<file path="src/rtl/clkdiv_pkg.sv">
// clkdiv_pkg: shared FSM state type, constants and the ceil(N/2) helper
// for the programmable clock divider.
package clkdiv_pkg;
   typedef enum logic [1:0] {IDLE, RUN, STOPPING} state_t;
   localparam int MAX_WIDTH = 32;
   localparam logic [MAX_WIDTH-1:0] DIV_ZERO = '0;
   // (N>>1)+N[0] never overflows, unlike (N+1)>>1 at the top of the range
   function automatic logic [MAX_WIDTH-1:0] half_ceil(input logic [MAX_WIDTH-1:0] n);
      return (n >> 1) + {{(MAX_WIDTH-1){1'b0}}, n[0]};
   endfunction
endpackage

</file>
<file path="src/rtl/clkdiv_cfg_if.sv">
// clkdiv_cfg_if: divisor valid/ready intake; holds one pending divisor until the
// core applies it, discards zero divisors and latches a sticky cfg_err.
module clkdiv_cfg_if
   import clkdiv_pkg::*;
#(
   parameter int WIDTH = 16
) (
   input  logic             clock_in,
   input  logic             reset_n,
   input  logic [WIDTH-1:0] div_in,
   input  logic             div_valid,
   input  logic             apply,
   output logic [WIDTH-1:0] pend_div,
   output logic             pend_valid,
   output logic             div_ready,
   output logic             cfg_err
);
   logic xfer;
   logic zero;
   assign xfer = div_valid & div_ready;
   assign zero = div_in == WIDTH'(DIV_ZERO);
   always_ff @(posedge clock_in or negedge reset_n) begin
      if (!reset_n) begin
         pend_div   <= '0;
         pend_valid <= 1'b0;
         div_ready  <= 1'b1;
         cfg_err    <= 1'b0;
      end else begin
         if (xfer && !zero) begin
            pend_div   <= div_in;
            pend_valid <= 1'b1;
            div_ready  <= 1'b0;
         end else if (apply) begin
            pend_valid <= 1'b0;
            div_ready  <= 1'b1;
         end
         if (xfer && zero)
            cfg_err <= 1'b1;
      end
   end
endmodule

</file>
<file path="src/rtl/clkdiv_prog.sv">
// clkdiv_prog: runtime-programmable integer clock divider with graceful stop.
// Define CLKDIV_DUTY50_EN for exact 50% duty on odd divisors (adds a negedge flop).
module clkdiv_prog
   import clkdiv_pkg::*;
#(
   parameter int               WIDTH       = 16,
   parameter logic [WIDTH-1:0] DEFAULT_DIV = WIDTH'(2)
) (
   input  logic             clock_in,
   input  logic             reset_n,
   input  logic             enable,
   input  logic [WIDTH-1:0] div_in,
   input  logic             div_valid,
   output logic             div_ready,
   output logic             clock_out,
   output logic             tick_out,
   output logic             busy,
   output logic             cfg_err
);
   state_t               state, state_n;
   logic [WIDTH-1:0]     cnt, cnt_n, cur_div, cur_div_n, pend_div;
   logic                 pend_valid, apply, wrap, hi, hi_n, tick_n;
   logic [MAX_WIDTH-1:0] thresh;

   clkdiv_cfg_if #(.WIDTH(WIDTH)) u_cfg (
      .clock_in   (clock_in),
      .reset_n    (reset_n),
      .div_in     (div_in),
      .div_valid  (div_valid),
      .apply      (apply),
      .pend_div   (pend_div),
      .pend_valid (pend_valid),
      .div_ready  (div_ready),
      .cfg_err    (cfg_err)
   );

   // Outputs are registered from next-state values so they line up with cnt.
   always_comb begin
      wrap    = cnt == cur_div - WIDTH'(1);
      state_n = state;
      cnt_n   = cnt;
      apply   = 1'b0;
      case (state)
         IDLE: begin
            apply = pend_valid;
            if (enable) state_n = RUN;
         end
         RUN: begin
            cnt_n = wrap ? '0 : cnt + WIDTH'(1);
            apply = wrap & pend_valid;
            if (!enable) state_n = wrap ? IDLE : STOPPING;
         end
         STOPPING: begin
            cnt_n   = wrap ? '0 : cnt + WIDTH'(1);
            apply   = wrap & pend_valid;
            state_n = enable ? RUN : wrap ? IDLE : STOPPING;
         end
         default: state_n = IDLE;
      endcase
      cur_div_n = apply ? pend_div : cur_div;
`ifdef CLKDIV_DUTY50_EN
      thresh = (cur_div_n[0] && cur_div_n != WIDTH'(1)) ? MAX_WIDTH'(cur_div_n >> 1)
                                                       : half_ceil(MAX_WIDTH'(cur_div_n));
`else
      thresh = half_ceil(MAX_WIDTH'(cur_div_n));
`endif
      hi_n   = state_n != IDLE && MAX_WIDTH'(cnt_n) < thresh;
      tick_n = state_n == RUN && cnt_n == '0;
   end

   always_ff @(posedge clock_in or negedge reset_n) begin
      if (!reset_n) begin
         state    <= IDLE;
         cnt      <= '0;
         cur_div  <= DEFAULT_DIV;
         hi       <= 1'b0;
         tick_out <= 1'b0;
      end else begin
         state    <= state_n;
         cnt      <= cnt_n;
         cur_div  <= cur_div_n;
         hi       <= hi_n;
         tick_out <= tick_n;
      end
   end

   assign busy = state != IDLE;

`ifdef CLKDIV_DUTY50_EN
   // Half-cycle extension of the high phase for odd divisors above 1.
   logic hi_dly;
   always_ff @(negedge clock_in or negedge reset_n) begin
      if (!reset_n) hi_dly <= 1'b0;
      else          hi_dly <= hi & cur_div[0] & (cur_div != WIDTH'(1));
   end
   assign clock_out = hi | hi_dly;
`else
   assign clock_out = hi;
`endif
endmodule

</file>
<file path="config.mk">
export PLATFORM = sky130hd
export DESIGN_NAME = clkdiv_prog
export DESIGN_NICKNAME = d
export VERILOG_FILES = /design/src/rtl/clkdiv_pkg.sv /design/src/rtl/clkdiv_cfg_if.sv /design/src/rtl/clkdiv_prog.sv
export SDC_FILE = /design/constraint.sdc
export NUM_CORES = 1
export LEC_CHECK = 0
export BUFFER_PORTS_ARGS = -buffer_cell sky130_fd_sc_hd__buf_2
export CORE_AREA = 5 5 94 96
export DETAILED_ROUTE_END_ITERATION = 10
export DIE_AREA = 0 0 99 101
export PLACE_DENSITY_LB_ADDON = 0.1
export SETUP_SLACK_MARGIN = 0.15
export SLEW_MARGIN = 20
export SYNTH_ARGS = -nofsm -noshare
export SYNTH_HDL_FRONTEND = slang
export SYNTH_HIERARCHICAL = 1
export SYNTH_SLANG_ARGS = --single-unit
</file>
<file path="constraint.sdc">
create_clock -name clock_in -period 7 [get_ports clock_in]
set_input_delay 1.05 -clock clock_in [delete_from_list [all_inputs] [get_ports clock_in]]
set_output_delay 1.05 -clock clock_in [all_outputs]
set_load 0.01 [all_outputs]
</file>
* After elaboration in Yosys (flattened, before gate mapping) *
Index checks and enable logic that the tools add are counted.

storage, ports and cells
  logic and storage cells = 44
  ROM bits = 0
  latch bits = 0
  bits in writable memories = 0
  register bits = 55
  memories kept = 0
  output and inout port bits = 5

cells by class
  div/mod/pow operators = 0
  reduce and logical (&&, ||, !) cells = 12
  shift-type cells = 0
  bitwise operators = 2
  mux-type cells = 13
  equal/unequal tests = 4
  $mul = 0
  add/sub/neg operators = 3
  $lt $le $gt $ge = 1

operators with widths
  cell                     count
  $mux W16                 3
  $logic_not A16 Y1        2
  $add A15 B1 Y16          1
  $add A16 B1 Y16 const B  1
  $eq A16 B16 Y1           1
  $lt A16 B16 Y1           1
  $sub A16 B1 Y16 const B  1
  $mux W2                  4
  $pmux W2 S3              1
  $reduce_bool A2 Y1       3
  $eq A2 B1 Y1 const B     2
  $logic_and A1 B1 Y1      4
  $mux W1                  4
  $and A1 B1 Y1            2
  $eq A2 B2 Y1 const B     1
  $logic_not A2 Y1         1
  $pmux W1 S2              1
  $reduce_or A2 Y1         1
  $logic_not A1 Y1         1

* Depth between registers and ports, before layout *
Gate-level depths: netlist of the first run.

  depth after elaboration = 8
  depth in mapped cells = 28

* Modules after synthesis *
Netlist of the first run, hierarchy kept.

by module, submodules not included
  module         area each (µm²)  sequential area each (µm²)  cells an instance  instances
  clkdiv_prog    3442.1           902.1                       417                1
  clkdiv_cfg_if  812.0            476.7                       48                 1

* Worst setup path after synthesis of the first run *
No wires, ideal clock.

  kind = register -> register
  from = register cur_div[0]
  to = register hi, in the netlist clock_out
  stages on the path, launching flop included = 29
  period minus slack after synthesis = 5.252 ns
  path buffers = 3
  arrival = 5.175 ns
  setup time = 0.077 ns
  slack = 1.748 ns
  required time = 6.923 ns
  path through = dfrtp_1 inv_1 ha_1 nor2b_1 clkbuf_1 nand4b_1 or4_1 o2111ai_1 a2bb2oi_2 a31oi_1 buf_2 mux2_2 ha_1 ha_1 clkbuf_1 nand2_1 nor2_1 nand2_1 xor2_1 nor2_1 a21oi_1 ha_1 a21o_1 a21o_1 a21o_1 a21o_1 a21oi_1 o221ai_1 a21oi_1

on the way
  word-level cells in the longest chain between the ends = 8

ends and longest elaborated chain
  what                      RTL line                              text
  start: declaration        clkdiv_prog.sv:21                     logic [WIDTH-1:0] cnt, cnt_n, cur_div, cur_div_n, pend_div;
  start signal: assignment  clkdiv_prog.sv:81                     cur_div <= cur_div_n;
  $sub A16 B1 Y16           clkdiv_prog.sv:39                     wrap = cnt == cur_div - WIDTH'(1);
  $eq A16 B16 Y1            clkdiv_prog.sv:39
  $and A1 B1 Y1             clkdiv_prog.sv:50, clkdiv_prog.sv:55
  $pmux W1 S2               clkdiv_prog.sv:43                     case (state)
  $mux W16 *                clkdiv_prog.sv:60                     cur_div_n = apply ? pend_div : cur_div;
  net cur_div_n[0]          clkdiv_prog.sv:21
  $add A15 B1 Y16 *         clkdiv_pkg.sv:9                       return (n >> 1) + {{(MAX_WIDTH-1){1'b0}}, n[0]};
  $lt A16 B16 Y1 *          clkdiv_prog.sv:67                     hi_n = state_n != IDLE && MAX_WIDTH'(cnt_n) < thresh;
  $logic_and A1 B1 Y1 *     clkdiv_prog.sv:67
  net hi_n                  clkdiv_prog.sv:22                     logic pend_valid, apply, wrap, hi, hi_n, tick_n;
  end signal: assignment    clkdiv_prog.sv:82                     hi <= hi_n;
  end: declaration          clkdiv_prog.sv:22

The timed path passes the listed nets; every way through them passes the cells marked *.
A chain may end at the register's enable or synchronous reset.

* Final worst setup path of the first run *
  from = register cur_div[0]
  to = register hi, in the netlist clock_out

on the way
  word-level cells in the longest chain between the ends = 8

ends and longest elaborated chain
  what                 RTL line
  $sub A16 B1 Y16      clkdiv_prog.sv:39
  $eq A16 B16 Y1       clkdiv_prog.sv:39
  $and A1 B1 Y1        clkdiv_prog.sv:50, clkdiv_prog.sv:55
  $pmux W1 S2          clkdiv_prog.sv:43
  $mux W16             clkdiv_prog.sv:60
  net cur_div_n[2]     clkdiv_prog.sv:21
  $add A15 B1 Y16      clkdiv_pkg.sv:9
  $lt A16 B16 Y1       clkdiv_prog.sv:67
  $logic_and A1 B1 Y1  clkdiv_prog.sv:67
  net hi_n             clkdiv_prog.sv:22

The timed path passes the listed nets, and every way through them passes these cells.

==> flow_metrics.py, run 1 <==
metrics = {
    "clock_network": {
        "cts-root-buf": "clkbuf_8",
        "cts_hold_buffers": 0,
        "cts.sinks": 55,
        "cts.htree.levels": 2,
        "cts_resized": 0,
        "cts_buffers": 5,
        "post_cts_buffers": 0,
        "tritoncts": "built",
        "clk_latency_ns": 0.31,
        "max-clock-path-buffers": 2,
        "clk_pin_slew_ns": 0.10,
    },
    "global_routing": {
        "first_global_vias": 3425,
        "grt_usage_pct": 21.1,
        "antenna_found_initial": 0,
        "top_usage_layer": "met2",
        "met2_usage_pct": 36.9,
        "grt.met3_usage_pct": 3.32,
        "grt_max_degree": 56,
        "grt_overflow": 0,
        "grt_pass1_wl_mm": 16.9,
        "use_met1_pct": 27.0,
    },
    "yosys": {
        "syn_area_per_cell_um2": 9.15,
        "synth_area_leaders": "dfrtp_1 (31%), ha_1 (6.8%), xnor2_1 (6.4%), mux2_2 (5.8%), xor2_1 (5.6%)",
        "ys.warnings.count": 6,
        "synth_edf_count": 0,
        "synth-seq-area-share_pct": 32.4,
        "yosys.area.top_type_share_pct": 31.2,
        "synth-seq-cells": 55,
        "synth.cell_area_mm2": 0.00425,
        "syn_inst": 465,
        "synthMostInstantiatedCell": "dfrtp_1",
        "async_flop_share_pct": 100,
        "synth.largest_area_cell": "dfrtp_1",
        "yosys-top-cells-count": "dfrtp_1 (53), nor2_1 (41), xnor2_1 (31)",
        "yosys_most_used_dff": "dfrtp_1",
        "synth.distinct_cells": 63,
        "syn-num-nets": 508,
    },
    "timing": {
        "maxSlewViolCount": 0,
        "fmax_mhz": 175,
        "skew_ns": 0.00721,
        "slew_headroom_pct": 39.7,
        "fin_tns_setup_ns": 0,
        "rsz0062_at_grt": "false",
        "fin_worst_hold_slack_ns": 0.493,
        "fin_crit_sh_pct": 81.7,
        "min_period_ns": 5.72,
        "worst_pin_slew_ns": 0.896,
        "setup_viol": 0,
        "finalHoldViolations": 0,
    },
    "die": {
        "io_pins": 25,
        "rows": 33,
        "die_h_um": 101,
        "initial_utilization_pct": 53.4,
        "die_x_um": 99,
        "core_mm2": 0.00797,
        "die-area_mm2": 0.0100,
    },
    "worst_setup_path": {
        "cp.buffers_inverters": 2,
        "rr_startpoint": "cur_div[0]",
        "crit_type": "register to register",
        "critPathLaunchType": "register",
        "crit_path_frequent_cell": "a21o_1",
        "required_ns": 7.24,
        "max_stage_delay_ns": 0.56,
        "cpLargestDelayFamily": "compound AO/OA/AOI/OAI gates",
        "cpMaxStageDelayCell": "or4_1",
        "crit_start": "cur_div[0]",
        "worstSetupEndpointType": "register",
        "crit_fanout": 41,
        "cp.arrival_ns": 5.95,
    },
    "hold_path": {
        "min_path_type": "register to register",
        "worstHoldStart": "u_cfg/cfg_err",
    },
    "route": {
        "vias": 3397,
        "wl_mm": 9.93,
        "drt_iter0_markers": 133,
        "drtAntennaViolNets": 0,
        "wl_per_cell_um": 17.3,
        "via_per_inst": 5.91,
        "drc": 0,
        "dr.pass1.iters": 4,
    },
    "final_layout": {
        "regArea_mm2": 0.00138,
        "n_fill_cell": 695,
        "multiInputGateArea_mm2": 0.00270,
        "n_antenna_cell": 0,
        "area_growth_pct": 6.12,
        "nets": 512,
        "drive_gt1_share_pct": 17.2,
    },
    "place": {
        "gp_congestion": 0.924,
        "port_buffers": 24,
        "place_hpwl_mm": 7.76,
    },
    "power": {
        "leakagePower_nw": 1.90,
        "pwr_density_cell_mw_per_mm2": 430,
        "ir_worst_vdd_uv": 230,
    },
    "status": {
        "status": "finished, final reports clean",
    },
    "run": {
        "maxCapViolCount": 0,
    },
}
==> flip-flops by register name, indices dropped and copies added (netlist names) <==
| register | cells |
|---|---|
| tick_out | 1 |
| u_cfg/div_ready | 1 |
| state | 2 |
| u_cfg/pend_valid | 1 |
| u_cfg/cfg_err | 1 |
| cnt | 16 |
| cur_div | 16 |
| u_cfg/pend_div | 16 |
| clock_out | 1 |
==> metal layers <==
layer / part of all wire [%] / vias to the layer above
met1: 44 / 1644
met4: 1.3 / 0
li1: - / 1672
met2: 50 / 73
met5: 0 / -
met3: 4.3 / 8
==> cells by family (layout without fill, tap and decap cells) <==
| logic type | count (synthesis) | in the layout | share of synthesized area, % |
|---|---|---|---|
| AO/OA/AOI/OAI | 79 | 79 | 13.2 |
| XOR/XNOR | 58 | 58 | 11.9 |
| buffers and inverters | 46 | 51 | 4.59 |
| AND/OR/NAND/NOR | 170 | 170 | 21.5 |
| flip-flops | 55 | 55 | 32.4 |
| multiplexers | 34 | 34 | 9.65 |
| adder cells (fa/ha/maj) | 23 | 23 | 6.76 |
==> worst paths after layout <==
kind / endpoint / slack (ns) / depth (start not counted)
setup / recovery: clock_out / 1.28 / 25
hold / removal: u_cfg/cfg_err / 0.49 / 1
setup reg to reg: clock_out / 1.28 / 25
hold reg to reg: u_cfg/cfg_err / 0.49 / 1
max in group asynchronous: cur_div[13] / 5.66 / 2
min in group asynchronous: cnt[3] / 0.87 / 2
==> per-stage QoR <==
stage                     setup slack [ns]  cells  util, %  instance area (um^2)  power [mW]
after floorplan                       1.75    465        -                  4250        1.46
after global placement                1.51    567     55.3                  4400        1.70
after detailed placement              1.30    567     55.3                  4400        1.73
after CTS                             1.28    575     56.6                  4510        1.95
after global routing                 0.777    575     56.6                  4510        2.11
final                                 1.28    575     56.6                  4510        1.94
==> area by class of cell <==
class,instances,share of cell area (%)
Inverter,17,1.41
Clock inverter,2,0.831
Clock buffer,6,1.61
Sequential cell,55,30.5
Timing Repair Buffer,26,2.99
Multi-Input combinational cell,364,59.7
Tap cell,105,2.91
==> cells in the final DEF (no fill, tap or decap), drive strengths merged, types with 2 or more instances in the layout <==
cell     synthesis  layout
nor3b            2       2
inv             17      17
a41oi            3       3
mux2i            2       2
a21o             8       8
nand4           14      14
or4              3       3
dfrtp           53      53
o2111ai          3       3
and2             3       3
a2bb2oi          2       2
xor2            27      27
and4             3       3
a2111oi          3       3
nand2           30      30
nor2            42      42
nor3             7       7
xnor2           31      31
o21ai           20      20
ha              23      23
a211oi           3       3
a21oi           16      16
nand4b           3       3
o31ai            4       4
nor2b            5       5
mux2            32      32
nor4             9       9
and3            11      11
a31oi            6       6
clkbuf          21       6
buf              8      26
dfstp            2       2
nand2b           4       4
o22ai            3       3
nand3           29      29
==> power by group <==
group	total (mW)	switching [mW]	internal [mW]
Clock	0.217	0.110	0.107
Combinational	1.03	0.546	0.486
Sequential	0.690	0.239	0.451
Note: power is estimated with default switching activity, not from simulation.
==> run 2: changes to the inputs <==
==> constraint.sdc (replaced) <==
create_clock -name clock_in -period 5.26 [get_ports clock_in]
set_input_delay 0.789 -clock clock_in [delete_from_list [all_inputs] [get_ports clock_in]]
set_output_delay 0.789 -clock clock_in [all_outputs]
set_load 0.01 [all_outputs]
==> run 2 against run 1 <==
Combinational power increased by 53%. Critical path depth increased by 1. Cell area increased by 4.6%. Die area unchanged. Sequential share of layout area decreased by 1.4 points. Critical endpoint unchanged.
==> flow_metrics.py, run 2 (synthesis gave the netlist of run 1 again) <==
metrics = {
    "status": {
        "status": "finished, final reports clean",
    },
    "clock_network": {
        "clk_pin_slew_ns": 0.11,
        "max-clock-path-buffers": 2,
        "cts.sinks": 55,
        "cts-root-buf": "clkbuf_8",
        "cts_buffers": 5,
        "cts.htree.levels": 2,
        "clk_latency_ns": 0.32,
        "cts_hold_buffers": 0,
        "tritoncts": "built",
    },
    "final_layout": {
        "final_cell_mix": "dfrtp_1 (53), nor2_1 (38), xnor2_1 (31), nand2_1 (30), nand3_1 (28)",
        "nets": 528,
        "drive_gt1_share_pct": 23.0,
        "final_common_cell": "dfrtp_1",
        "area_growth_pct": 11.0,
        "n_antenna_cell": 0,
        "reg_top3": "cnt x16, cur_div x16, u_cfg/pend_div x16",
        "stdcell_area_mm2": 0.00472,
    },
    "place": {
        "gp_congestion": 0.934,
        "port_buffers": 24,
        "place_hpwl_mm": 7.88,
        "placed_area_mm2": 0.00452,
        "dp_worst_setup_slack_ns": 0.0971,
    },
    "route": {
        "dr.pass1.iters": 6,
        "vias": 3474,
        "wl_mm": 10.1,
        "drtAntennaViolNets": 0,
        "wl_per_cell_um": 17.1,
        "via_per_inst": 5.88,
        "drt_iter0_markers": 225,
        "drc": 0,
    },
    "timing": {
        "finalHoldViolations": 0,
        "setup_viol": 0,
        "setup_slack_ns": 0.388,
        "rsz0062_at_grt": "false",
        "slew_headroom_pct": 38.1,
        "fin_tns_setup_ns": 0,
        "min_period_ns": 4.87,
        "worst_pin_slew_ns": 0.920,
        "skew_ns": 0.0107,
        "fin_crit_sh_pct": 92.6,
        "maxSlewViolCount": 0,
        "fmax_mhz": 205,
    },
    "die": {
        "die_h_um": 101,
        "core_mm2": 0.00797,
        "initial_utilization_pct": 53.4,
        "io_pins": 25,
        "die-area_mm2": 0.0100,
        "rows": 33,
        "die_x_um": 99,
    },
    "worst_setup_path": {
        "crit_fanout": 8,
        "critPathLaunchType": "register",
        "crit_type": "register to register",
        "max_stage_delay_ns": 0.55,
        "cpLargestDelayFamily": "compound AO/OA/AOI/OAI gates",
        "cp.buffers_inverters": 2,
        "required_ns": 5.51,
        "crit_path_frequent_cell": "a21o_1",
        "cpMaxStageDelayCell": "dfstp_2",
        "cp.arrival_ns": 5.12,
        "worstSetupEndpointType": "register",
    },
    "run": {
        "maxCapViolCount": 0,
    },
    "power": {
        "ir_worst_vdd_uv": 288,
        "pwr_density_cell_mw_per_mm2": 571,
        "leakagePower_nw": 2.00,
    },
    "global_routing": {
        "grt_pass1_wl_mm": 16.8,
        "grt_overflow": 0,
        "antenna_found_initial": 0,
        "first_global_vias": 3413,
        "grt_max_degree": 56,
        "grt_usage_pct": 20.9,
    },
    "hold_path": {
        "min_path_type": "register to register",
    },
}
-- run 2: report_power, final --
group	internal (mW)	total (mW)	switching, mW
Sequential	0.601	0.857	0.256
Clock	0.111	0.262	0.150
Combinational	0.747	1.58	0.832
-- run 2: what timing repair did --
item | CTS | global route
pin swaps | 0 | 1
setup buffers | 0 | 2
endpoints found under the hold margin | 0 | 0
endpoints found under the setup margin | 1 | 1
gates resized for setup | 3 | 18
-- run 2: final timing paths --
path	depth (start not counted)	to	slack, ns	from
max	26	clock_out	0.39	cur_div[1]
min	1	u_cfg/cfg_err	0.49	u_cfg/cfg_err
max reg2reg	26	clock_out	0.39	cur_div[1]
min reg2reg	1	u_cfg/cfg_err	0.49	u_cfg/cfg_err
max in group asynchronous	2	clock_out	4.19	reset_n
min in group asynchronous	2	cnt[2]	0.60	reset_n
-- run 2: routing by layer --
metal / wire length (um) / part of all wire, % / track usage (%) / up-vias
met3: 451 / 4.5 / 2.70 / 12
met4: 154 / 1.5 / 5.25 / 0
met2: 5010 / 50 / 36.6 / 83
met5: 0 / 0 / 0 / -
li1: - / - / - / 1705
met1: 4470 / 44 / 27.2 / 1674
-- run 2: cell type report --
| cell class | count | area [um^2] |
|---|---|---|
| Inverter | 17 | 63.8 |
| Timing Repair Buffer | 42 | 255 |
| Tap cell | 105 | 131 |
| Clock buffer | 6 | 82.6 |
| Clock inverter | 2 | 20.0 |
| Sequential cell | 55 | 1380 |
| Multi-Input combinational cell | 364 | 2790 |
| Fill cell | 715 | 3250 |
-- run 2: per-stage QoR --
stage | hold WS [ns] | instances | utilization, % | power (mW)
after global placement | 0.464 | 581 | 56.7 | 2.33
after CTS | 0.489 | 589 | 58.1 | 2.63
final | 0.488 | 591 | 59.3 | 2.70
after global routing | 0.533 | 591 | 59.3 | 2.93
after detailed placement | 0.461 | 581 | 56.7 | 2.35
after floorplan | 0.446 | 465 | - | 1.95
==> run 3: changes to the inputs <==
==> constraint.sdc (replaced) <==
create_clock -name clock_in -period 4.4 [get_ports clock_in]
set_input_delay 0.66 -clock clock_in [delete_from_list [all_inputs] [get_ports clock_in]]
set_output_delay 0.66 -clock clock_in [all_outputs]
set_load 0.01 [all_outputs]
==> run 3 against run 2 <==
Die area did not move. Combinational power up 44%. Clock power up 9.5%. The run now ends with setup timing left. Via count is 4.7% higher. Clock skew down 0.0049 ns. Power grew 32%. Critical path type unchanged. Sequential share of layout area fell by 2.1 points. Non-clock buffer count up 41. Sequential power is 15% higher. Critical path depth down 2.
==> flow_metrics.py, run 3 (synthesis gave the netlist of run 1 again) <==
metrics = {
    "timing": {
        "rsz0062_at_grt": "true",
        "fin_worst_hold_slack_ns": 0.480,
        "finalHoldViolations": 0,
        "skew_ns": 0.00579,
        "setup_viol": 1,
        "fin_crit_sh_pct": 102,
        "maxSlewViolCount": 0,
        "fmax_mhz": 223,
        "slew_headroom_pct": 45.0,
        "min_period_ns": 4.49,
        "fin_tns_setup_ns": -0.0904,
        "worst_pin_slew_ns": 0.817,
        "setup_slack_ns": -0.0904,
    },
    "clock_network": {
        "tritoncts": "built",
        "max-clock-path-buffers": 2,
        "clk_pin_slew_ns": 0.10,
        "cts-root-buf": "clkbuf_8",
        "clk_latency_ns": 0.31,
        "cts.sinks": 55,
        "cts_buffers": 5,
        "cts.htree.levels": 2,
        "cts_hold_buffers": 0,
    },
    "worst_setup_path": {
        "cp.arrival_ns": 4.72,
        "crit_fanout": 4,
        "required_ns": 4.63,
        "critPathLaunchType": "register",
        "crit_type": "register to register",
        "worstSetupEndpointType": "register",
    },
    "global_routing": {
        "grt_max_degree": 56,
        "grt_overflow": 0,
        "antenna_found_initial": 0,
        "grt_usage_pct": 23.1,
        "grt_pass1_wl_mm": 18.4,
        "first_global_vias": 3697,
    },
    "run": {
        "maxCapViolCount": 0,
    },
    "place": {
        "port_buffers": 24,
        "gp_congestion": 0.966,
        "place_hpwl_mm": 8.67,
    },
    "final_layout": {
        "final_cell_mix": "buf_4 (56), dfrtp_1 (53), nor2_1 (38), xnor2_1 (31), nand3_1 (29)",
        "final_common_cell": "buf_4",
        "drive_gt1_share_pct": 30.4,
        "n_antenna_cell": 0,
        "nets": 569,
        "area_growth_pct": 19.5,
        "reg_top3": "cnt x16, cur_div x16, u_cfg/pend_div x16",
    },
    "route": {
        "dr.pass1.iters": 4,
        "drc": 0,
        "drtAntennaViolNets": 0,
        "drt_iter0_markers": 181,
        "wl_mm": 10.8,
        "vias": 3636,
        "wl_per_cell_um": 17.1,
        "via_per_inst": 5.75,
    },
    "power": {
        "power_frac_clock_pct": 8.1,
        "p_int_mw": 1.95,
        "leakagePower_nw": 2.22,
        "p_sw_mw": 1.60,
        "pwr_density_cell_mw_per_mm2": 698,
        "ir_worst_vdd_uv": 349,
        "combPwrFrac_pct": 64.1,
        "switching_share_pct": 45.2,
        "seq_power_share_pct": 27.8,
    },
    "hold_path": {
        "min_path_type": "input pin to asynchronous set/reset pin",
    },
    "die": {
        "die_h_um": 101,
        "io_pins": 25,
        "initial_utilization_pct": 53.4,
        "core_mm2": 0.00797,
        "die_x_um": 99,
        "die-area_mm2": 0.0100,
        "rows": 33,
    },
    "status": {
        "status": "finished with violations",
        "violations": "setup timing",
    },
}
run 3: changes by cell type in the layout (fill, tap and decap cells not counted), sizes merged:
cell | before | now
buf | 42 | 83
clkinv | 1 | 0
clkinvlp | 0 | 1
run 3: power by group through the flow:
stage / Sequential (mW) / Clock, mW / Combinational [mW]
final: 0.986 / 0.287 / 2.28
after detailed placement: 0.984 / 0 / 2.13
after global routing: 1.02 / 0.315 / 2.50
after CTS: 0.976 / 0.293 / 2.20
after floorplan: 0.883 / 0 / 1.54
after global placement: 0.976 / 0 / 2.11
run 3: per-layer routing:
| metal | up-vias | GRT usage, % | part of all wire, % |
|---|---|---|---|
| li1 | 1790 | - | - |
| met1 | 1719 | 30.0 | 44 |
| met2 | 100 | 39.8 | 49 |
| met3 | 27 | 2.56 | 4.1 |
| met4 | 0 | 8.30 | 3.1 |
| met5 | - | 0 | 0 |
run 3: cell type report:
class                      instances  area, um^2
clock inverter                     2        16.3
fill                             679        2890
clock buffer                       6        72.6
inverter                          17        63.8
tap                              105         131
sequential                        55        1380
multi-input combinational        364        2850
timing repair buffer              83         574
run 3: worst max-delay path, cell delays in order (launching register included):
cell	delay, ns
dfrtp_1	0.40
or4_4	0.56
buf_6	0.14
nand2_2	0.05
a211oi_2	0.06
a31oi_1	0.21
and4b_1	0.26
a31oi_4	0.26
mux2_4	0.35
ha_4	0.19
ha_4	0.17
nand2_4	0.07
nor2_1	0.05
xnor2_1	0.12
nor2_1	0.14
a21oi_2	0.05
ha_2	0.17
a21o_1	0.17
a21o_1	0.17
a21o_1	0.15
a21o_1	0.15
a21o_1	0.16
a21oi_2	0.13
o221ai_1	0.10
a21oi_1	0.14
run 3: repair_timing:
item                                    in CTS  in global routing
cloned                                       0                  0
gates resized for setup                      7                 15
setup buffers                                5                  2
endpoints found under the setup margin       1                  1
pin swaps                                    9                 12
run 3: worst paths after layout:
kind / start / endpoint / slack (ns) / cells after the start
worst max-delay path: cur_div[12] / clock_out / -0.09 / 24
worst min-delay path: reset_n / cnt[3] / 0.48 / 2
worst max register to register: cur_div[12] / clock_out / -0.09 / 24
worst min register to register: u_cfg/cfg_err / u_cfg/cfg_err / 0.49 / 1
max in group asynchronous: reset_n / cur_div[0] / 3.45 / 2
min in group clock_in: u_cfg/cfg_err / u_cfg/cfg_err / 0.49 / 1
run 3: stage by stage:
step                      total power, mW  setup slack, ns  cell area, um^2  cells  utilization, %
final                                3.55          -0.0904             5080    632            63.8
after global routing                 3.83           -0.352             5080    632            63.8
after CTS                            3.47          -0.0505             5000    630            62.7
after detailed placement             3.11           -0.156             4850    617            60.8
after global placement               3.08          -0.0791             4850    617            60.8
after floorplan                      2.42           -0.299             4360    465               -
